<file path="src/rtl/bitwise_logic_pkg.sv">
// Op codes and per-bit helper functions shared by the bitwise logic pipeline.
// Functions work on single bits so callers can replicate them across any WIDTH.
package bitwise_logic_pkg;

  localparam int OP_W = 3;

  typedef enum logic [OP_W-1:0] {
    OP_AND     = 3'd0,
    OP_OR      = 3'd1,
    OP_XOR     = 3'd2,
    OP_NOR     = 3'd3,
    OP_NAND    = 3'd4,
    OP_XNOR    = 3'd5,
    OP_ACC_OR  = 3'd6,
    OP_ACC_XOR = 3'd7
  } op_e;

  function automatic logic is_acc(input logic [OP_W-1:0] op);
    return (op == OP_ACC_OR) || (op == OP_ACC_XOR);
  endfunction

  // For the accumulate ops this yields the per-beat term (a|b or a^b) that is folded into acc.
  function automatic logic apply_op(input logic [OP_W-1:0] op, input logic a, input logic b);
    logic r;
    case (op)
      OP_AND:    r = a & b;
      OP_OR:     r = a | b;
      OP_XOR:    r = a ^ b;
      OP_NOR:    r = ~(a | b);
      OP_NAND:   r = ~(a & b);
      OP_XNOR:   r = ~(a ^ b);
      OP_ACC_OR: r = a | b;
      default:   r = a ^ b;
    endcase
    return r;
  endfunction

  function automatic logic fold_bit(input logic [OP_W-1:0] op, input logic acc, input logic term);
    return (op == OP_ACC_OR) ? (acc | term) : (acc ^ term);
  endfunction

endpackage

</file>
<file path="src/rtl/pipe_slot.sv">
// Single-entry valid/ready register slot; loads when empty or when its
// current contents leave in the same cycle, so a chain of slots runs at full rate.
module pipe_slot #(
  parameter int W = 8
) (
  input  logic         clk,
  input  logic         srst,
  input  logic         in_valid,
  output logic         in_ready,
  input  logic [W-1:0] in_data,
  output logic         out_valid,
  input  logic         out_ready,
  output logic [W-1:0] out_data
);

  logic         valid_reg;
  logic [W-1:0] data_reg;

  assign in_ready  = !valid_reg || out_ready;
  assign out_valid = valid_reg;
  assign out_data  = data_reg;

  always_ff @(posedge clk) begin
    if (srst) begin
      valid_reg <= 1'b0;
      data_reg  <= '0;
    end else begin
      if (in_ready) valid_reg <= in_valid;
      if (in_valid && in_ready) data_reg <= in_data;
    end
  end

endmodule

</file>
<file path="src/rtl/bitwise_logic_pipe.sv">
// Two-stage valid/ready pipeline applying one of eight bitwise ops, with OR/XOR accumulate.
// Define BITWISE_LOGIC_PIPE_TRACE_EN to print a simulation line on every output transfer.
module bitwise_logic_pipe
  import bitwise_logic_pkg::*;
#(
  parameter int WIDTH = 4
) (
  input  logic             CLK,
  input  logic             RST,
  input  logic             in_valid,
  output logic             in_ready,
  input  logic [2:0]       in_op,
  input  logic [WIDTH-1:0] in_a,
  input  logic [WIDTH-1:0] in_b,
  input  logic             in_last,
  output logic             out_valid,
  input  logic             out_ready,
  output logic [WIDTH-1:0] out_data,
  output logic             out_last
);

  localparam int S1_W = OP_W + 2 * WIDTH + 1;
  localparam int S2_W = WIDTH + 1;

  logic             s1_valid;
  logic             s1_leave;
  logic [S1_W-1:0]  s1_data;
  logic [2:0]       s1_op;
  logic [WIDTH-1:0] s1_a;
  logic [WIDTH-1:0] s1_b;
  logic             s1_last;
  logic             s1_acc;
  logic             s1_consume;

  logic             s2_in_valid;
  logic             s2_ready;
  logic [S2_W-1:0]  s2_in_data;
  logic [S2_W-1:0]  s2_data;

  logic [WIDTH-1:0] acc_reg;
  logic [WIDTH-1:0] op_res;
  logic [WIDTH-1:0] fold_res;

  pipe_slot #(.W(S1_W)) u_s1 (
    .clk       (CLK),
    .srst      (RST),
    .in_valid  (in_valid),
    .in_ready  (in_ready),
    .in_data   ({in_op, in_a, in_b, in_last}),
    .out_valid (s1_valid),
    .out_ready (s1_leave),
    .out_data  (s1_data)
  );

  assign {s1_op, s1_a, s1_b, s1_last} = s1_data;
  assign s1_acc     = is_acc(s1_op);
  // Non-final accumulate beats retire into acc, so they never wait on S2.
  assign s1_consume = s1_valid && s1_acc && !s1_last;
  assign s1_leave   = s1_consume || s2_ready;

  genvar gi;
  generate
    for (gi = 0; gi < WIDTH; gi++) begin : g_bit
      assign op_res[gi]   = apply_op(s1_op, s1_a[gi], s1_b[gi]);
      assign fold_res[gi] = fold_bit(s1_op, acc_reg[gi], op_res[gi]);
    end
  endgenerate

  assign s2_in_valid = s1_valid && !s1_consume;
  assign s2_in_data  = s1_acc ? {1'b1, fold_res} : {1'b0, op_res};

  pipe_slot #(.W(S2_W)) u_s2 (
    .clk       (CLK),
    .srst      (RST),
    .in_valid  (s2_in_valid),
    .in_ready  (s2_ready),
    .in_data   (s2_in_data),
    .out_valid (out_valid),
    .out_ready (out_ready),
    .out_data  (s2_data)
  );

  assign {out_last, out_data} = s2_data;

  always_ff @(posedge CLK) begin
    if (RST) begin
      acc_reg <= '0;
    end else if (s1_valid && s1_acc) begin
      if (!s1_last) acc_reg <= fold_res;
      else if (s2_ready) acc_reg <= '0;
    end
  end

`ifdef BITWISE_LOGIC_PIPE_TRACE_EN
  logic [2:0]       trace_op_reg;
  logic [WIDTH-1:0] trace_a_reg;
  logic [WIDTH-1:0] trace_b_reg;

  // Shadow of the operands that produced the result currently held in S2.
  always_ff @(posedge CLK) begin
    if (s2_in_valid && s2_ready) begin
      trace_op_reg <= s1_op;
      trace_a_reg  <= s1_a;
      trace_b_reg  <= s1_b;
    end
  end

  always @(posedge CLK) begin
    if (!RST && out_valid && out_ready)
      $display("%2d: op=%0d %b %b -> %b last=%b", $time, trace_op_reg, trace_a_reg,
               trace_b_reg, out_data, out_last);
  end
`endif

endmodule

</file>
<file path="config.mk">
export PLATFORM = sky130hd
export DESIGN_NAME = bitwise_logic_pipe
export DESIGN_NICKNAME = d
export VERILOG_FILES = /design/src/rtl/bitwise_logic_pkg.sv /design/src/rtl/pipe_slot.sv /design/src/rtl/bitwise_logic_pipe.sv
export SDC_FILE = /design/constraint.sdc
export NUM_CORES = 1
export LEC_CHECK = 0
export CAP_MARGIN = 20
export CORE_UTILIZATION = 30
export DETAILED_ROUTE_END_ITERATION = 10
export PLACE_DENSITY = 0.62
export SLEW_MARGIN = 30
export SYNTH_ARGS = -nofsm -noshare
export SYNTH_HDL_FRONTEND = slang
export SYNTH_SLANG_ARGS = --single-unit
</file>
<file path="constraint.sdc">
create_clock -name CLK -period 4.8 [get_ports CLK]
set_clock_uncertainty 0.2 [all_clocks]
set_input_delay 0.96 -clock CLK [delete_from_list [all_inputs] [get_ports CLK]]
set_output_delay 0.96 -clock CLK [all_outputs]
set_load 0.1 [all_outputs]
</file>
# After elaboration in Yosys (flattened, before gate mapping)
# Index checks and enable logic that the tools add are counted.
[op_classes]
n_eq_ne = 7
n_bitwise = 32
mux = 11
reduce_logical = 16
[op_table]
columns = ["cell", "count"]
rows = [
  ["$pmux 1 s5", 4],
  ["$eq 3x3->1 const B", 4],
  ["$not 1->1", 12],
  ["$mux 4", 2],
  ["$or 1x1->1", 8],
  ["$xor 1x1->1", 8],
  ["$logic_and 1x1->1", 5],
  ["$mux 5", 1],
  ["$and 1x1->1", 4],
  ["$logic_not 1->1", 4],
  ["$logic_or 1x1->1", 4],
  ["$mux 1", 4],
  ["$eq 3x1->1 const B", 1],
  ["$eq 3x2->1 const B", 1],
  ["$logic_not 3->1", 1],
  ["$ne 2x2->1 const B", 1],
  ["$reduce_and 2->1", 1],
  ["$reduce_or 2->1", 1],
]
[word_totals]
reg_bits = 23
inputBits = 16
elab_cells = 71

# Longest topological paths before layout
# Gate-level depths: netlist of the first run.
[logic_depth]
word_depth = 7
ltp_mapped = 11

# Modules after synthesis
# A second synthesis of the first run with hierarchy kept.
[unflattened]
hier_cells = 195
area_unflattened_um2 = 1666.6
[modules_own_cells]
columns = ["mod", "area_per_inst_um2", "n_inst", "cells_each", "seq_area_each_um2"]
rows = [
  ["bitwise_logic_pipe", 809.5, 1, 110, 80.1],
  ["pipe_slot at u_s1", 598.1, 1, 59, 260.2],
  ["pipe_slot at u_s2", 259.0, 1, 26, 120.1],
]

# Worst setup path before layout of the first run
# OpenSTA, ideal clock, no wires.
[synth_timing]
path_kind = "register to register"
start = "reg u_s2.valid_reg (netlist: u_s2.out_valid)"
end = "reg u_s1.data_reg[1] (netlist: u_s1.out_data[1])"
setup_time_ns = 0.128
path_buffers = 1
arrival_ns = 2.989
path_stages_with_launch = 7
path_slack_ns = 1.483
path_cell_list = "dfxtp_1 > nor2b_1 > o211ai_1 > nand2_1 > buf_2 > mux2i_1 > nor2_1"
[synth_via]
elab_chain_len = 5
[synth_lines]
columns = ["item", "line_no", "source"]
rows = [
  ["start: declaration", "pipe_slot.sv:16", "logic valid_reg;"],
  ["start signal: assignment", "pipe_slot.sv:28", "if (in_ready) valid_reg <= in_valid;"],
  ["$logic_not 1->1", "pipe_slot.sv:19", "assign in_ready = !valid_reg || out_ready;"],
  ["$logic_or 1x1->1", "pipe_slot.sv:19", ""],
  ["$logic_or 1x1->1", "bitwise_logic_pipe.sv:59", "assign s1_leave = s1_consume || s2_ready;"],
  ["$logic_or 1x1->1", "pipe_slot.sv:19", ""],
  ["via in_ready", "bitwise_logic_pipe.sv:11", "output logic in_ready,"],
  ["$logic_and 1x1->1", "pipe_slot.sv:29", "if (in_valid && in_ready) data_reg <= in_data;"],
  ["end signal: assignment", "pipe_slot.sv:29", ""],
  ["end: declaration", "pipe_slot.sv:17", "logic [W-1:0] data_reg;"],
]
# The timed path passes the listed nets, and every way through them passes these cells.
# A chain may end at the register's enable or synchronous reset.

# Worst setup path in the final report of the first run
[layout_timing]
start = "reg u_s1.data_reg[11] (netlist: u_s1.out_data[11])"
end = "out in_ready"
[layout_via]
elab_chain_len = 6
word_cells_on_any_way = 7
[layout_lines]
columns = ["item", "line_no", "source"]
rows = [
  ["$eq 3x3->1", "bitwise_logic_pkg.sv:19", "return (op == OP_ACC_OR) || (op == OP_ACC_XOR);"],
  ["$logic_or 1x1->1 *", "bitwise_logic_pkg.sv:19", ""],
  ["$logic_and 1x1->1 * (2 in series)", "bitwise_logic_pipe.sv:58", "assign s1_consume = s1_valid && s1_acc && !s1_last;"],
  ["$logic_or 1x1->1 *", "bitwise_logic_pipe.sv:59", ""],
  ["$logic_or 1x1->1 *", "pipe_slot.sv:19", ""],
  ["end: declaration", "bitwise_logic_pipe.sv:11", ""],
]
# Mark *: on every way between the ends. The rest lies on a longest branch, timed or not.

==> results of run 1 <==
[worst min-delay path by stage]
| stage | startpoint | to | slack, ns | cells after the start |
|---|---|---|---|---|
| 4_1_cts | u_s2.out_data[1] | u_s2.out_data[1] | 0.29 | 2 |
| 6_report | u_s2.out_data[1] | u_s2.out_data[1] | 0.28 | 2 |
| 3_5_place_dp | u_s2.out_data[1] | u_s2.out_data[1] | 0.28 | 2 |
| 2_1_floorplan | acc_reg[1] | acc_reg[1] | 0.28 | 2 |
| 3_3_place_gp | u_s2.out_data[3] | u_s2.out_data[3] | 0.27 | 2 |
| 5_1_grt | u_s2.out_data[3] | u_s2.out_data[3] | 0.33 | 2 |
[power breakdown]
group / switching (W) / total (W) / internal (W)
clock: 0.0000619 / 0.000121 / 0.0000592
sequential: 0.0000132 / 0.000213 / 0.000200
combinational: 0.0000592 / 0.000106 / 0.0000467
total: 0.000134 / 0.000441 / 0.000306
[through the flow]
step / total power (W) / setup WS (ns) / instances / hold WS [ns] / instance area [sq um]
final: 0.000441 / 1.41 / 233 / 0.283 / 1670
after CTS: 0.000450 / 1.39 / 233 / 0.294 / 1680
after global routing: 0.000472 / 1.21 / 233 / 0.334 / 1670
after detailed placement: 0.000325 / 1.68 / 229 / 0.280 / 1630
after floorplan: 0.000296 / 1.48 / 165 / 0.278 / 1400
after global placement: 0.000323 / 1.67 / 229 / 0.272 / 1630
[tightest hold or removal path, stage by stage (launching register included)]
cell and delay (ns):
sky130_fd_sc_hd__dfxtp_1 0.32, sky130_fd_sc_hd__nand2b_1 0.06, sky130_fd_sc_hd__o21ai_0 0.06
[Yosys cell counts, types with 2 or more instances]
cell / n / area share
sky130_fd_sc_hd__a211oi_1: 4 / 0.021
sky130_fd_sc_hd__o2bb2ai_1: 2 / 0.013
sky130_fd_sc_hd__nor3b_1: 2 / 0.011
sky130_fd_sc_hd__nand2b_1: 4 / 0.018
sky130_fd_sc_hd__o21ai_0: 14 / 0.050
sky130_fd_sc_hd__ha_1: 12 / 0.11
sky130_fd_sc_hd__a31oi_1: 2 / 0.0089
sky130_fd_sc_hd__inv_1: 15 / 0.040
sky130_fd_sc_hd__nand3b_1: 2 / 0.011
sky130_fd_sc_hd__nor2_1: 22 / 0.059
sky130_fd_sc_hd__and3_1: 2 / 0.0089
sky130_fd_sc_hd__a211o_1: 2 / 0.013
sky130_fd_sc_hd__mux2i_1: 17 / 0.12
sky130_fd_sc_hd__o31ai_1: 2 / 0.011
sky130_fd_sc_hd__nand2_1: 9 / 0.024
sky130_fd_sc_hd__clkbuf_1: 5 / 0.013
sky130_fd_sc_hd__a22oi_1: 4 / 0.021
sky130_fd_sc_hd__a21oi_1: 5 / 0.018
sky130_fd_sc_hd__dfxtp_1: 23 / 0.33
sky130_fd_sc_hd__buf_2: 3 / 0.011
sky130_fd_sc_hd__xnor2_1: 3 / 0.019
[routing by layer]
layer / vias to the layer above / global-route usage
li1: 606 / -
met1: 530 / 0.153
met2: 14 / 0.186
met3: 2 / 0.0303
met4: 0 / 0.0267
met5: - / 0
[logic make-up (layout without fill, tap and decap cells)]
| kind of cell | Yosys count | after routing | synth area share |
|---|---|---|---|
| buffers and inverters | 25 | 41 | 0.0751 |
| AOI/OAI and AO/OA | 39 | 39 | 0.181 |
| adders and majority gates | 12 | 12 | 0.107 |
| muxes | 18 | 18 | 0.138 |
| and+or+nand+nor | 44 | 44 | 0.145 |
| xor gates and xnor gates | 4 | 4 | 0.0250 |
| DFF | 23 | 23 | 0.329 |
[final cells by class]
type	count	share of cell area
clock buffers	4	0.0269
inverters	15	0.0337
flip-flops and latches	23	0.275
multi-input cells	117	0.498
well taps	52	0.0389
repair buffers	22	0.127
==> impl_results.html, run 1 <==
<table>
<tr><th>Metric</th><th>Value</th></tr>
<tr><th colspan="2">Outcome</th></tr>
<tr><td>Outcome</td><td>finished, final reports clean</td></tr>
<tr><th colspan="2">Cells and area</th></tr>
<tr><td>Flip-flop count of the largest register after layout</td><td>12</td></tr>
<tr><td>Post-synthesis to final-layout area growth</td><td>19.6%</td></tr>
<tr><td>Diodes inserted</td><td>0</td></tr>
<tr><td>Fraction of the core area covered by cells at the end of the flow</td><td>0.379</td></tr>
<tr><td>Number of nets in the final layout</td><td>210</td></tr>
<tr><td>Area of the multi-input gates</td><td>833 sq um</td></tr>
<tr><td>Sequential standard cell area</td><td>460 sq um</td></tr>
<tr><td>Leading cell types in the layout, fill and taps excluded</td><td>sky130_fd_sc_hd__dfxtp_1 (23), sky130_fd_sc_hd__nor2_1 (22), sky130_fd_sc_hd__clkdlybuf4s50_1 (20), sky130_fd_sc_hd__mux2i_1 (17), sky130_fd_sc_hd__inv_1 (15)</td></tr>
<tr><td>Fillers</td><td>471</td></tr>
<tr><td>Share of final-layout standard cells stronger than drive strength 1</td><td>0.0331</td></tr>
<tr><td>Most common library cell in the layout ignoring fill and taps</td><td>sky130_fd_sc_hd__dfxtp_1</td></tr>
<tr><th colspan="2">Critical path</th></tr>
<tr><td>Worst Setup EP</td><td>in_ready</td></tr>
<tr><td>Worst setup SP type</td><td>flop</td></tr>
<tr><td>Worst Reg2Reg Path Length in Cells</td><td>9</td></tr>
<tr><td>Ordered list of cells on the worst path</td><td>nand2_1 &gt; o211ai_1 &gt; buf_4</td></tr>
<tr><td>Category of the critical setup timing path</td><td>flop to primary output</td></tr>
<tr><td>Cell family contributing the most delay on the critical path</td><td>flip-flops</td></tr>
<tr><td>Count of buffer and inverter cells on the critical path</td><td>1</td></tr>
<tr><td>Arrival @ worst endpoint</td><td>2.23 ns</td></tr>
<tr><td>Capture instance of the worst register-to-register path</td><td>u_s2.out_data[3]</td></tr>
<tr><td>Cell with the largest stage delay on the worst path</td><td>sky130_fd_sc_hd__dfxtp_1</td></tr>
<tr><td>Required time worst endpoint</td><td>3.64 ns</td></tr>
<tr><td>Flop-to-flop setup slack</td><td>1.94 ns</td></tr>
<tr><td>Nature of the critical path endpoint</td><td>primary output</td></tr>
<tr><td>Critical path origin</td><td>u_s1.out_data[11]</td></tr>
<tr><td>Critical path fanouts, max</td><td>21</td></tr>
<tr><td>RR Startpoint</td><td>u_s1.out_data[11]</td></tr>
<tr><td>Total stage count of the critical path</td><td>3</td></tr>
<tr><td>Critical Path Max Stage Delay</td><td>0.83 ns</td></tr>
<tr><th colspan="2">Detailed routing</th></tr>
<tr><td>Post-DRT Antenna Nets</td><td>0</td></tr>
<tr><td>Vias after detailed routing</td><td>1152</td></tr>
<tr><td>Residual DRC count</td><td>0</td></tr>
<tr><td>Iteration count of the initial detailed-routing pass</td><td>4</td></tr>
<tr><td>Highest signal layer in the routed design</td><td>met4</td></tr>
<tr><td>Total Routed Length</td><td>2.63 mm</td></tr>
<tr><td>M1 WL</td><td>1.29 mm</td></tr>
<tr><td>Met2 wire length</td><td>1.24 mm</td></tr>
<tr><td>Met3 wire len</td><td>82 um</td></tr>
<tr><td>Via density per instance</td><td>4.94</td></tr>
<tr><td>Detailed-route wire length per cell</td><td>11.3 um</td></tr>
<tr><td>Number of DRC violations after detailed-routing iteration 0</td><td>69</td></tr>
<tr><th colspan="2">STA</th></tr>
<tr><td>Upper clock frequency limit</td><td>295 MHz</td></tr>
<tr><td>Number of hold violations in the final report</td><td>0</td></tr>
<tr><td>Unrepaired setup endpoints after global routing</td><td>no</td></tr>
<tr><td>Number of slew-limit violations in the final report</td><td>0</td></tr>
<tr><td>Slew at the pin with the worst max-slew slack</td><td>0.969 ns</td></tr>
<tr><td>Period utilisation layout</td><td>0.706</td></tr>
<tr><td>Post-route setup TNS</td><td>0 ns</td></tr>
<tr><td>Final setup vio count</td><td>0</td></tr>
<tr><td>Max-slew headroom at the worst pin</td><td>0.352</td></tr>
<tr><td>Post-route minimum period</td><td>3.39 ns</td></tr>
<tr><th colspan="2">Yosys</th></tr>
<tr><td>Netlist Area Pre-Place</td><td>1400 sq um</td></tr>
<tr><td>Number of enable flip-flop cells after synthesis</td><td>0</td></tr>
<tr><td>Sequential area share after synthesis</td><td>0.329</td></tr>
<tr><td>Synthesized instance count</td><td>165</td></tr>
<tr><td>Async set or reset register ratio after synthesis</td><td>0</td></tr>
<tr><td>Per-instance average area after synthesis</td><td>8.48 sq um</td></tr>
<tr><td>Register bit total from synthesis</td><td>23</td></tr>
<tr><td>Most used flip-flop cell after synthesis</td><td>sky130_fd_sc_hd__dfxtp_1</td></tr>
<tr><td>Distinct cell type count of the synthesized netlist</td><td>32</td></tr>
<tr><td>Number of warnings issued by yosys</td><td>0</td></tr>
<tr><td>Syn nets</td><td>193</td></tr>
<tr><th colspan="2">Clocking</th></tr>
<tr><td>TritonCTS clock tree</td><td>built</td></tr>
<tr><td>PostCTS Resize Cnt</td><td>0</td></tr>
<tr><td>Maximum clock path buffer count</td><td>2</td></tr>
<tr><td>Clock latency at the later pin of the worst-skew pair</td><td>0.26 ns</td></tr>
<tr><td>Post-CTS setup buffer count</td><td>0</td></tr>
<tr><td>Clock sink total</td><td>23</td></tr>
<tr><td>Num CTS Buffers</td><td>3</td></tr>
<tr><td>CTS H-Tree Depth</td><td>1</td></tr>
<tr><td>Buffer cell driving the clock tree root</td><td>sky130_fd_sc_hd__clkbuf_8</td></tr>
<tr><td>Clock-pin transition on the worst setup and hold timing paths</td><td>0.08 ns</td></tr>
<tr><td>Number of buffers added to fix hold violations after cts</td><td>0</td></tr>
<tr><th colspan="2">Die</th></tr>
<tr><td>Row cnt</td><td>24</td></tr>
<tr><td>Die Width</td><td>70.3 um</td></tr>
<tr><td>Starting Density</td><td>0.317</td></tr>
<tr><td>DIE HEIGHT</td><td>70.3 um</td></tr>
<tr><td>Ports placed on the boundary</td><td>23</td></tr>
<tr><td>Core area</td><td>4410 sq um</td></tr>
<tr><td>Die Footprint</td><td>4940 sq um</td></tr>
<tr><th colspan="2">Pwr</th></tr>
<tr><td>Worst vdd ir</td><td>0.151 mV</td></tr>
<tr><td>Pwr dens</td><td>263 nW/um^2</td></tr>
<tr><td>Static leakage</td><td>0.670 nW</td></tr>
<tr><th colspan="2">Global routing</th></tr>
<tr><td>Pin count of the biggest net entering global routing</td><td>28</td></tr>
<tr><td>Total global routing track utilization</td><td>0.115</td></tr>
<tr><td>Number of global-route vias before repair</td><td>1020</td></tr>
<tr><td>Number of antenna violations at the first check in global routing</td><td>0</td></tr>
<tr><td>GRT Residual Overflow</td><td>0</td></tr>
<tr><td>Global-route wire length before repair</td><td>4.67 mm</td></tr>
<tr><th colspan="2">Place</th></tr>
<tr><td>Routability congestion estimate from global placement</td><td>0.741</td></tr>
<tr><td>Number of input and output port buffers inserted</td><td>22</td></tr>
<tr><td>HPWL Detailed</td><td>1.86 mm</td></tr>
<tr><th colspan="2">Hold path</th></tr>
<tr><td>Worst min path class</td><td>flop to flop</td></tr>
<tr><th colspan="2">Run</th></tr>
<tr><td>Count of maximum capacitance violations</td><td>0</td></tr>
</table>
(Power assumes the default switching activity.)
==> inputs of run 2 (changes only) <==
- clock period: 4.8 -> 3.6 ns (I/O delays scaled with it)
==> run 2 against run 1 <==
Net effect:
- final cell count grew 1.3%
- hold slack lost 0.0030 ns
- sequential power grew 32%
- highest routed layer unchanged
==> impl_results.html, run 2 (synthesis gave the netlist of run 1 again) <==
<table>
<tr><th>Metric</th><th>Value</th></tr>
<tr><th colspan="2">Cells and area</th></tr>
<tr><td>Post-synthesis to final-layout area growth</td><td>21.4%</td></tr>
<tr><td>Sequential standard cell area</td><td>460 sq um (unchanged)</td></tr>
<tr><td>Leading cell types in the layout, fill and taps excluded</td><td>sky130_fd_sc_hd__dfxtp_1 (23), sky130_fd_sc_hd__nor2_1 (22), sky130_fd_sc_hd__mux2i_1 (17), sky130_fd_sc_hd__inv_1 (15), sky130_fd_sc_hd__clkdlybuf4s50_1 (15)</td></tr>
<tr><td>Fillers</td><td>452 (-4.0%)</td></tr>
<tr><td>Number of nets in the final layout</td><td>213 (+1.4%)</td></tr>
<tr><td>Most common library cell in the layout ignoring fill and taps</td><td>sky130_fd_sc_hd__dfxtp_1</td></tr>
<tr><td>Diodes inserted</td><td>0 (unchanged)</td></tr>
<tr><td>Share of final-layout standard cells stronger than drive strength 1</td><td>0.0761 (+0.0429)</td></tr>
<tr><td>Flip-flop count of the largest register after layout</td><td>12 (unchanged)</td></tr>
<tr><td>Area of the multi-input gates</td><td>833 sq um (unchanged)</td></tr>
<tr><th colspan="2">Clocking</th></tr>
<tr><td>CTS H-Tree Depth</td><td>1 (unchanged)</td></tr>
<tr><td>Clock latency at the later pin of the worst-skew pair</td><td>0.26 ns (about the same)</td></tr>
<tr><td>Clock sink total</td><td>23 (unchanged)</td></tr>
<tr><td>Num CTS Buffers</td><td>3 (unchanged)</td></tr>
<tr><td>PostCTS Resize Cnt</td><td>0 (unchanged)</td></tr>
<tr><td>Clock-pin transition on the worst setup and hold timing paths</td><td>0.08 ns (about the same)</td></tr>
<tr><td>Buffer cell driving the clock tree root</td><td>sky130_fd_sc_hd__clkbuf_8</td></tr>
<tr><td>TritonCTS clock tree</td><td>built</td></tr>
<tr><td>Maximum clock path buffer count</td><td>2 (unchanged)</td></tr>
<tr><td>Post-CTS setup buffer count</td><td>0 (unchanged)</td></tr>
<tr><td>Number of buffers added to fix hold violations after cts</td><td>0 (unchanged)</td></tr>
<tr><th colspan="2">Pwr</th></tr>
<tr><td>Worst vdd ir</td><td>0.212 mV (+40%)</td></tr>
<tr><td>Static leakage</td><td>0.702 nW (+4.8%)</td></tr>
<tr><td>Total internal power</td><td>0.000410 W (+34%)</td></tr>
<tr><td>Share of total power in the clock network</td><td>0.271 (-0.004)</td></tr>
<tr><td>Comb power frac</td><td>0.248 (+0.007)</td></tr>
<tr><td>Total power of the final layout</td><td>0.000587 W (+33%)</td></tr>
<tr><td>Pwr dens</td><td>346 nW/um^2 (+31%)</td></tr>
<tr><td>Net switching power of the design</td><td>0.000177 W (+32%)</td></tr>
<tr><td>Fraction of power spent switching nets</td><td>0.302 (-0.00286)</td></tr>
<tr><td>Sequential Power Share</td><td>0.481 (-0.004)</td></tr>
<tr><th colspan="2">Critical path</th></tr>
<tr><td>Worst setup SP type</td><td>flop</td></tr>
<tr><td>Critical path fanouts, max</td><td>21 (unchanged)</td></tr>
<tr><td>Arrival @ worst endpoint</td><td>1.87 ns (-0.36 ns)</td></tr>
<tr><td>Critical Path Max Stage Delay</td><td>0.84 ns (about the same)</td></tr>
<tr><td>Ordered list of cells on the worst path</td><td>nand2_1 &gt; o211ai_1 &gt; buf_12</td></tr>
<tr><td>Required time worst endpoint</td><td>2.68 ns (-0.96 ns)</td></tr>
<tr><td>Nature of the critical path endpoint</td><td>primary output</td></tr>
<tr><td>Cell with the largest stage delay on the worst path</td><td>sky130_fd_sc_hd__dfxtp_1</td></tr>
<tr><td>Category of the critical setup timing path</td><td>flop to primary output</td></tr>
<tr><th colspan="2">Die</th></tr>
<tr><td>Core area</td><td>4410 sq um (unchanged)</td></tr>
<tr><td>Die Footprint</td><td>4940 sq um (unchanged)</td></tr>
<tr><td>Row cnt</td><td>24 (unchanged)</td></tr>
<tr><td>DIE HEIGHT</td><td>70.3 um (unchanged)</td></tr>
<tr><td>Starting Density</td><td>0.317 (unchanged)</td></tr>
<tr><td>Die Width</td><td>70.3 um (unchanged)</td></tr>
<tr><td>Ports placed on the boundary</td><td>23 (unchanged)</td></tr>
<tr><th colspan="2">Global routing</th></tr>
<tr><td>Pin count of the biggest net entering global routing</td><td>22 (-21%)</td></tr>
<tr><td>Number of antenna violations at the first check in global routing</td><td>0 (unchanged)</td></tr>
<tr><td>GRT Residual Overflow</td><td>0 (unchanged)</td></tr>
<tr><td>Global-route wire length before repair</td><td>4.68 mm (+0.15%)</td></tr>
<tr><td>Total global routing track utilization</td><td>0.114 (-0.00151)</td></tr>
<tr><td>Number of global-route vias before repair</td><td>1055 (+3.4%)</td></tr>
<tr><th colspan="2">STA</th></tr>
<tr><td>Post-route minimum period</td><td>2.79 ns</td></tr>
<tr><td>Period utilisation layout</td><td>0.774</td></tr>
<tr><td>Number of slew-limit violations in the final report</td><td>0 (unchanged)</td></tr>
<tr><td>Upper clock frequency limit</td><td>359 MHz</td></tr>
<tr><td>Number of hold violations in the final report</td><td>0 (unchanged)</td></tr>
<tr><td>Max-slew headroom at the worst pin</td><td>0.478 (+0.126)</td></tr>
<tr><td>Final setup vio count</td><td>0 (unchanged)</td></tr>
<tr><td>Unrepaired setup endpoints after global routing</td><td>no</td></tr>
<tr><td>Slew at the pin with the worst max-slew slack</td><td>0.782 ns (-0.187 ns)</td></tr>
<tr><td>Post-route setup TNS</td><td>0 ns (unchanged)</td></tr>
<tr><th colspan="2">Detailed routing</th></tr>
<tr><td>Iteration count of the initial detailed-routing pass</td><td>4 (unchanged)</td></tr>
<tr><td>Total Routed Length</td><td>2.61 mm (-0.68%)</td></tr>
<tr><td>Vias after detailed routing</td><td>1136 (-1.4%)</td></tr>
<tr><td>Post-DRT Antenna Nets</td><td>0 (unchanged)</td></tr>
<tr><td>Detailed-route wire length per cell</td><td>11.1 um (-1.9%)</td></tr>
<tr><td>Via density per instance</td><td>4.81 (-2.6%)</td></tr>
<tr><td>Residual DRC count</td><td>0 (unchanged)</td></tr>
<tr><td>Number of DRC violations after detailed-routing iteration 0</td><td>34 (-51%)</td></tr>
<tr><th colspan="2">Place</th></tr>
<tr><td>HPWL Detailed</td><td>1.95 mm (+4.7%)</td></tr>
<tr><td>Number of input and output port buffers inserted</td><td>22 (unchanged)</td></tr>
<tr><td>Routability congestion estimate from global placement</td><td>0.786 (+6.1%)</td></tr>
<tr><th colspan="2">Hold path</th></tr>
<tr><td>Worst min path class</td><td>flop to flop</td></tr>
<tr><th colspan="2">Outcome</th></tr>
<tr><td>Outcome</td><td>finished, final reports clean</td></tr>
<tr><th colspan="2">Run</th></tr>
<tr><td>Count of maximum capacitance violations</td><td>0 (unchanged)</td></tr>
</table>
==> run 2: cell types whose count changed in the layout (fill, tap and decap cells not counted) <==
cell,delta
sky130_fd_sc_hd__buf_4,+8
sky130_fd_sc_hd__clkdlybuf4s50_1,-5
sky130_fd_sc_hd__buf_12,+1
sky130_fd_sc_hd__buf_2,-1
==> run 2: path summary, 6_finish.rpt <==
path | start | endpoint | slack, ns | cells past startpoint
min | u_s2.out_data[1] | u_s2.out_data[1] | 0.28 | 2
max | u_s1.out_data[11] | in_ready | 0.81 | 3
max reg2reg | u_s1.out_data[11] | u_s2.out_data[3] | 0.83 | 9
min reg2reg | u_s2.out_data[1] | u_s2.out_data[1] | 0.28 | 2
==> run 2: cell type report <==
| cell class | count | area share |
|---|---|---|
| Clock buffer | 4 | 0.0265 |
| Sequential cell | 23 | 0.271 |
| Inverter | 15 | 0.0332 |
| Timing Repair Buffer | 25 | 0.140 |
| Tap cell | 52 | 0.0383 |
| Multi-Input combinational cell | 117 | 0.491 |
==> run 2: routing by layer <==
layer	GRT usage	vias up	routed length [um]
met4	0.0267	0	22
met2	0.184	14	1200
met5	0	-	0
li1	-	611	-
met1	0.148	509	1290
met3	0.0332	2	98
==> run 2: per-stage QoR <==
step           std cells  hold slack (ns)  worst slack [ns]  utilization  cell area [sq um]
2_1_floorplan        165            0.278             0.283            -               1400
3_3_place_gp         232            0.275             0.836        0.374               1650
3_5_place_dp         232            0.277             0.827        0.374               1650
4_1_cts              236            0.289             0.808        0.385               1700
5_1_grt              236            0.325             0.494        0.385               1700
6_report             236            0.280             0.815        0.385               1700
==> run 2: worst max-delay path, delay by kind of cell, from the launching register on <==
family / cells / cell delay (ns)
AOI/OAI and AO/OA: 1 / 0.38
buffers and inverters: 1 / 0.23
and+or+nand+nor: 1 / 0.15
DFF: 1 / 0.84
==> run 2: power by group through the flow <==
| stage | Clock (W) | Sequential (W) | Combinational, W |
|---|---|---|---|
| after global routing | 0.000178 | 0.000285 | 0.000165 |
| after floorplan | 0 | 0.000307 | 0.0000883 |
| final | 0.000159 | 0.000282 | 0.000146 |
| after global placement | 0 | 0.000288 | 0.000147 |
| after detailed placement | 0 | 0.000289 | 0.000147 |
| after CTS | 0.000168 | 0.000283 | 0.000148 |
==> inputs of run 3 (changes only) <==
- PLACE_DENSITY: 0.62 -> 0.64
- clock period: 3.6 -> 2.5 ns (I/O delays scaled with it)
==> run 3 against run 2 <==
Net effect:
- non-clock buffer count increased by 6
- combinational power increased by 67%
- die area unchanged
- clock power increased by 43%
- sequential share of layout area decreased by 1.3 points
- final cell count increased by 2.5%
- setup slack got worse by 0.71 ns
- sequential cell count unchanged
- sequential power increased by 43%
- via count increased by 3.1%
- register-to-register slack got worse by 0.73 ns
- critical path type is now flop to flop
- largest cell class unchanged
- largest power group unchanged
==> impl_results.html, run 3 (synthesis gave the netlist of run 1 again) <==
<table>
<tr><th>Metric</th><th>Value</th></tr>
<tr><th colspan="2">Clocking</th></tr>
<tr><td>Clock-pin transition on the worst setup and hold timing paths</td><td>0.08 ns (about the same)</td></tr>
<tr><td>Clock sink total</td><td>23 (unchanged)</td></tr>
<tr><td>CTS H-Tree Depth</td><td>1 (unchanged)</td></tr>
<tr><td>Maximum clock path buffer count</td><td>2 (unchanged)</td></tr>
<tr><td>Num CTS Buffers</td><td>3 (unchanged)</td></tr>
<tr><td>Buffer cell driving the clock tree root</td><td>sky130_fd_sc_hd__clkbuf_8</td></tr>
<tr><td>TritonCTS clock tree</td><td>built</td></tr>
<tr><td>Clock latency at the later pin of the worst-skew pair</td><td>0.26 ns (about the same)</td></tr>
<tr><td>Number of buffers added to fix hold violations after cts</td><td>0 (unchanged)</td></tr>
<tr><th colspan="2">Run</th></tr>
<tr><td>Count of maximum capacitance violations</td><td>0 (unchanged)</td></tr>
<tr><th colspan="2">Die</th></tr>
<tr><td>Core area</td><td>4410 sq um (unchanged)</td></tr>
<tr><td>Row cnt</td><td>24 (unchanged)</td></tr>
<tr><td>Starting Density</td><td>0.317 (unchanged)</td></tr>
<tr><td>Die Footprint</td><td>4940 sq um (unchanged)</td></tr>
<tr><td>DIE HEIGHT</td><td>70.3 um (unchanged)</td></tr>
<tr><td>Die Width</td><td>70.3 um (unchanged)</td></tr>
<tr><td>Ports placed on the boundary</td><td>23 (unchanged)</td></tr>
<tr><th colspan="2">Hold path</th></tr>
<tr><td>Worst min path class</td><td>flop to flop</td></tr>
<tr><th colspan="2">Detailed routing</th></tr>
<tr><td>Detailed-route wire length per cell</td><td>11.3 um (+1.8%)</td></tr>
<tr><td>Residual DRC count</td><td>0 (unchanged)</td></tr>
<tr><td>Vias after detailed routing</td><td>1171 (+3.1%)</td></tr>
<tr><td>Total Routed Length</td><td>2.73 mm (+4.4%)</td></tr>
<tr><td>Via density per instance</td><td>4.84 (+0.53%)</td></tr>
<tr><td>Post-DRT Antenna Nets</td><td>0 (unchanged)</td></tr>
<tr><td>Number of DRC violations after detailed-routing iteration 0</td><td>51 (+50%)</td></tr>
<tr><td>Iteration count of the initial detailed-routing pass</td><td>4 (unchanged)</td></tr>
<tr><th colspan="2">Global routing</th></tr>
<tr><td>Number of global-route vias before repair</td><td>1078 (+2.2%)</td></tr>
<tr><td>Global-route wire length before repair</td><td>4.80 mm (+2.5%)</td></tr>
<tr><td>Pin count of the biggest net entering global routing</td><td>25 (+14%)</td></tr>
<tr><td>Number of antenna violations at the first check in global routing</td><td>0 (unchanged)</td></tr>
<tr><td>GRT Residual Overflow</td><td>0 (unchanged)</td></tr>
<tr><td>Total global routing track utilization</td><td>0.119 (+0.00554)</td></tr>
<tr><th colspan="2">STA</th></tr>
<tr><td>Post-route minimum period</td><td>2.40 ns</td></tr>
<tr><td>Post-route setup TNS</td><td>0 ns (unchanged)</td></tr>
<tr><td>Period utilisation layout</td><td>0.959</td></tr>
<tr><td>Number of hold violations in the final report</td><td>0 (unchanged)</td></tr>
<tr><td>Unrepaired setup endpoints after global routing</td><td>yes</td></tr>
<tr><td>Final worst-path setup slack</td><td>0.102 ns (-0.713 ns)</td></tr>
<tr><td>Final setup vio count</td><td>0 (unchanged)</td></tr>
<tr><td>Number of slew-limit violations in the final report</td><td>0 (unchanged)</td></tr>
<tr><td>Slew at the pin with the worst max-slew slack</td><td>0.560 ns (-0.222 ns)</td></tr>
<tr><td>Upper clock frequency limit</td><td>417 MHz</td></tr>
<tr><td>Max-slew headroom at the worst pin</td><td>0.623 (+0.145)</td></tr>
<tr><th colspan="2">Outcome</th></tr>
<tr><td>Outcome</td><td>finished, final reports clean</td></tr>
<tr><th colspan="2">Critical path</th></tr>
<tr><td>Critical path fanouts, max</td><td>2 (-90%)</td></tr>
<tr><td>Most Frequent Cell on Critical Path</td><td>sky130_fd_sc_hd__ha_1</td></tr>
<tr><td>Critical Path Max Stage Delay</td><td>0.47 ns (-0.37 ns)</td></tr>
<tr><td>Nature of the critical path endpoint</td><td>flop</td></tr>
<tr><td>Worst setup SP type</td><td>flop</td></tr>
<tr><td>Cell family contributing the most delay on the critical path</td><td>multiplexers</td></tr>
<tr><td>Arrival @ worst endpoint</td><td>2.34 ns (+0.47 ns)</td></tr>
<tr><td>Cell with the largest stage delay on the worst path</td><td>sky130_fd_sc_hd__mux4_2</td></tr>
<tr><td>Category of the critical setup timing path</td><td>flop to flop</td></tr>
<tr><td>Required time worst endpoint</td><td>2.45 ns (-0.23 ns)</td></tr>
<tr><td>Count of buffer and inverter cells on the critical path</td><td>2 (+1)</td></tr>
<tr><td>Ordered list of cells on the worst path</td><td>buf_4 &gt; ha_1 &gt; xnor2_1 &gt; mux4_2 &gt; a21oi_2 &gt; inv_1 &gt; ha_1 &gt; nand2_1 &gt; o21ai_2 &gt; mux2i_1 &gt; a211oi_2</td></tr>
<tr><th colspan="2">Place</th></tr>
<tr><td>HPWL Detailed</td><td>1.97 mm (+1.3%)</td></tr>
<tr><td>Worst slack at placement</td><td>-0.0226 ns (-0.849 ns)</td></tr>
<tr><td>Number of input and output port buffers inserted</td><td>22 (unchanged)</td></tr>
<tr><td>Routability congestion estimate from global placement</td><td>0.726 (-7.7%)</td></tr>
<tr><td>DP Cell Count</td><td>237 (+2.2%)</td></tr>
<tr><th colspan="2">Pwr</th></tr>
<tr><td>Worst vdd ir</td><td>0.183 mV (-14%)</td></tr>
<tr><td>Total power of the final layout</td><td>0.000875 W (+49%)</td></tr>
<tr><td>Static leakage</td><td>0.761 nW (+8.4%)</td></tr>
<tr><td>Pwr dens</td><td>482 nW/um^2 (+39%)</td></tr>
<tr><th colspan="2">Cells and area</th></tr>
<tr><td>Layout Cells excl Fill</td><td>242 (+2.5%)</td></tr>
<tr><td>Diodes inserted</td><td>0 (unchanged)</td></tr>
<tr><td>Share of final-layout standard cells stronger than drive strength 1</td><td>0.184 (+0.108)</td></tr>
<tr><td>Leading cell types in the layout, fill and taps excluded</td><td>sky130_fd_sc_hd__nor2_1 (22), sky130_fd_sc_hd__mux2i_1 (17), sky130_fd_sc_hd__dfxtp_1 (16), sky130_fd_sc_hd__inv_1 (15), sky130_fd_sc_hd__clkdlybuf4s50_1 (15)</td></tr>
<tr><td>Number of nets in the final layout</td><td>219 (+2.8%)</td></tr>
<tr><td>Flip-flop count of the largest register after layout</td><td>12 (unchanged)</td></tr>
<tr><td>Most common library cell in the layout ignoring fill and taps</td><td>sky130_fd_sc_hd__nor2_1</td></tr>
<tr><td>Post-synthesis to final-layout area growth</td><td>29.9%</td></tr>
</table>
==> run 3: repair_timing <==
item                                    CTS  global route
pin swaps                                 1             1
buffers inserted                          1             0
gates resized for setup                   1            14
endpoints found under the setup margin    1             6
cloned                                    0             0
==> run 3: tightest hold or removal path, delay by kind of cell (launching register included) <==
family	cells	cell delay, ns
AOI/OAI and AO/OA	1	0.06
DFF	1	0.32
and+or+nand+nor	1	0.06
==> run 3: stage by stage <==
stage                      util  hold slack (ns)  area (sq um)
after floorplan               -            0.278          1420
after global placement    0.388            0.272          1710
after detailed placement  0.388            0.273          1710
after CTS                 0.401            0.286          1770
after global routing      0.412            0.325          1820
final                     0.412            0.283          1820
==> run 3: final cells by class <==
cell class | instances | area, sq um
clock buffer | 4 | 45.0
inverter | 15 | 56.3
tap | 52 | 65.1
sequential | 23 | 469
fill | 466 | 2600
multi-input combinational | 117 | 882
timing repair buffer | 31 | 299
==> run 3: path summary, 6_finish.rpt <==
path,startpoint,endpoint,slack (ns),cells past startpoint
worst max-delay path,u_s1.out_data[1],u_s2.out_data[0],0.10,11
worst min-delay path,u_s2.out_data[3],u_s2.out_data[3],0.28,2
worst max register to register,u_s1.out_data[1],u_s2.out_data[0],0.10,11
worst min register to register,u_s2.out_data[3],u_s2.out_data[3],0.28,2
==> run 3: where the power goes <==
| group | internal [W] | switching [W] | total (W) |
|---|---|---|---|
| logic | 0.000111 | 0.000133 | 0.000244 |
| registers | 0.000386 | 0.0000181 | 0.000404 |
| clock network | 0.000113 | 0.000114 | 0.000228 |
==> run 3: metal layers <==
layer / GRT usage / part of all wire / up-vias
met1: 0.157 / 0.48 / 530
met3: 0.0231 / 0.031 / 2
li1: - / - / 620
met2: 0.195 / 0.48 / 19
met5: 0 / 0 / -
met4: 0.0400 / 0.012 / 0
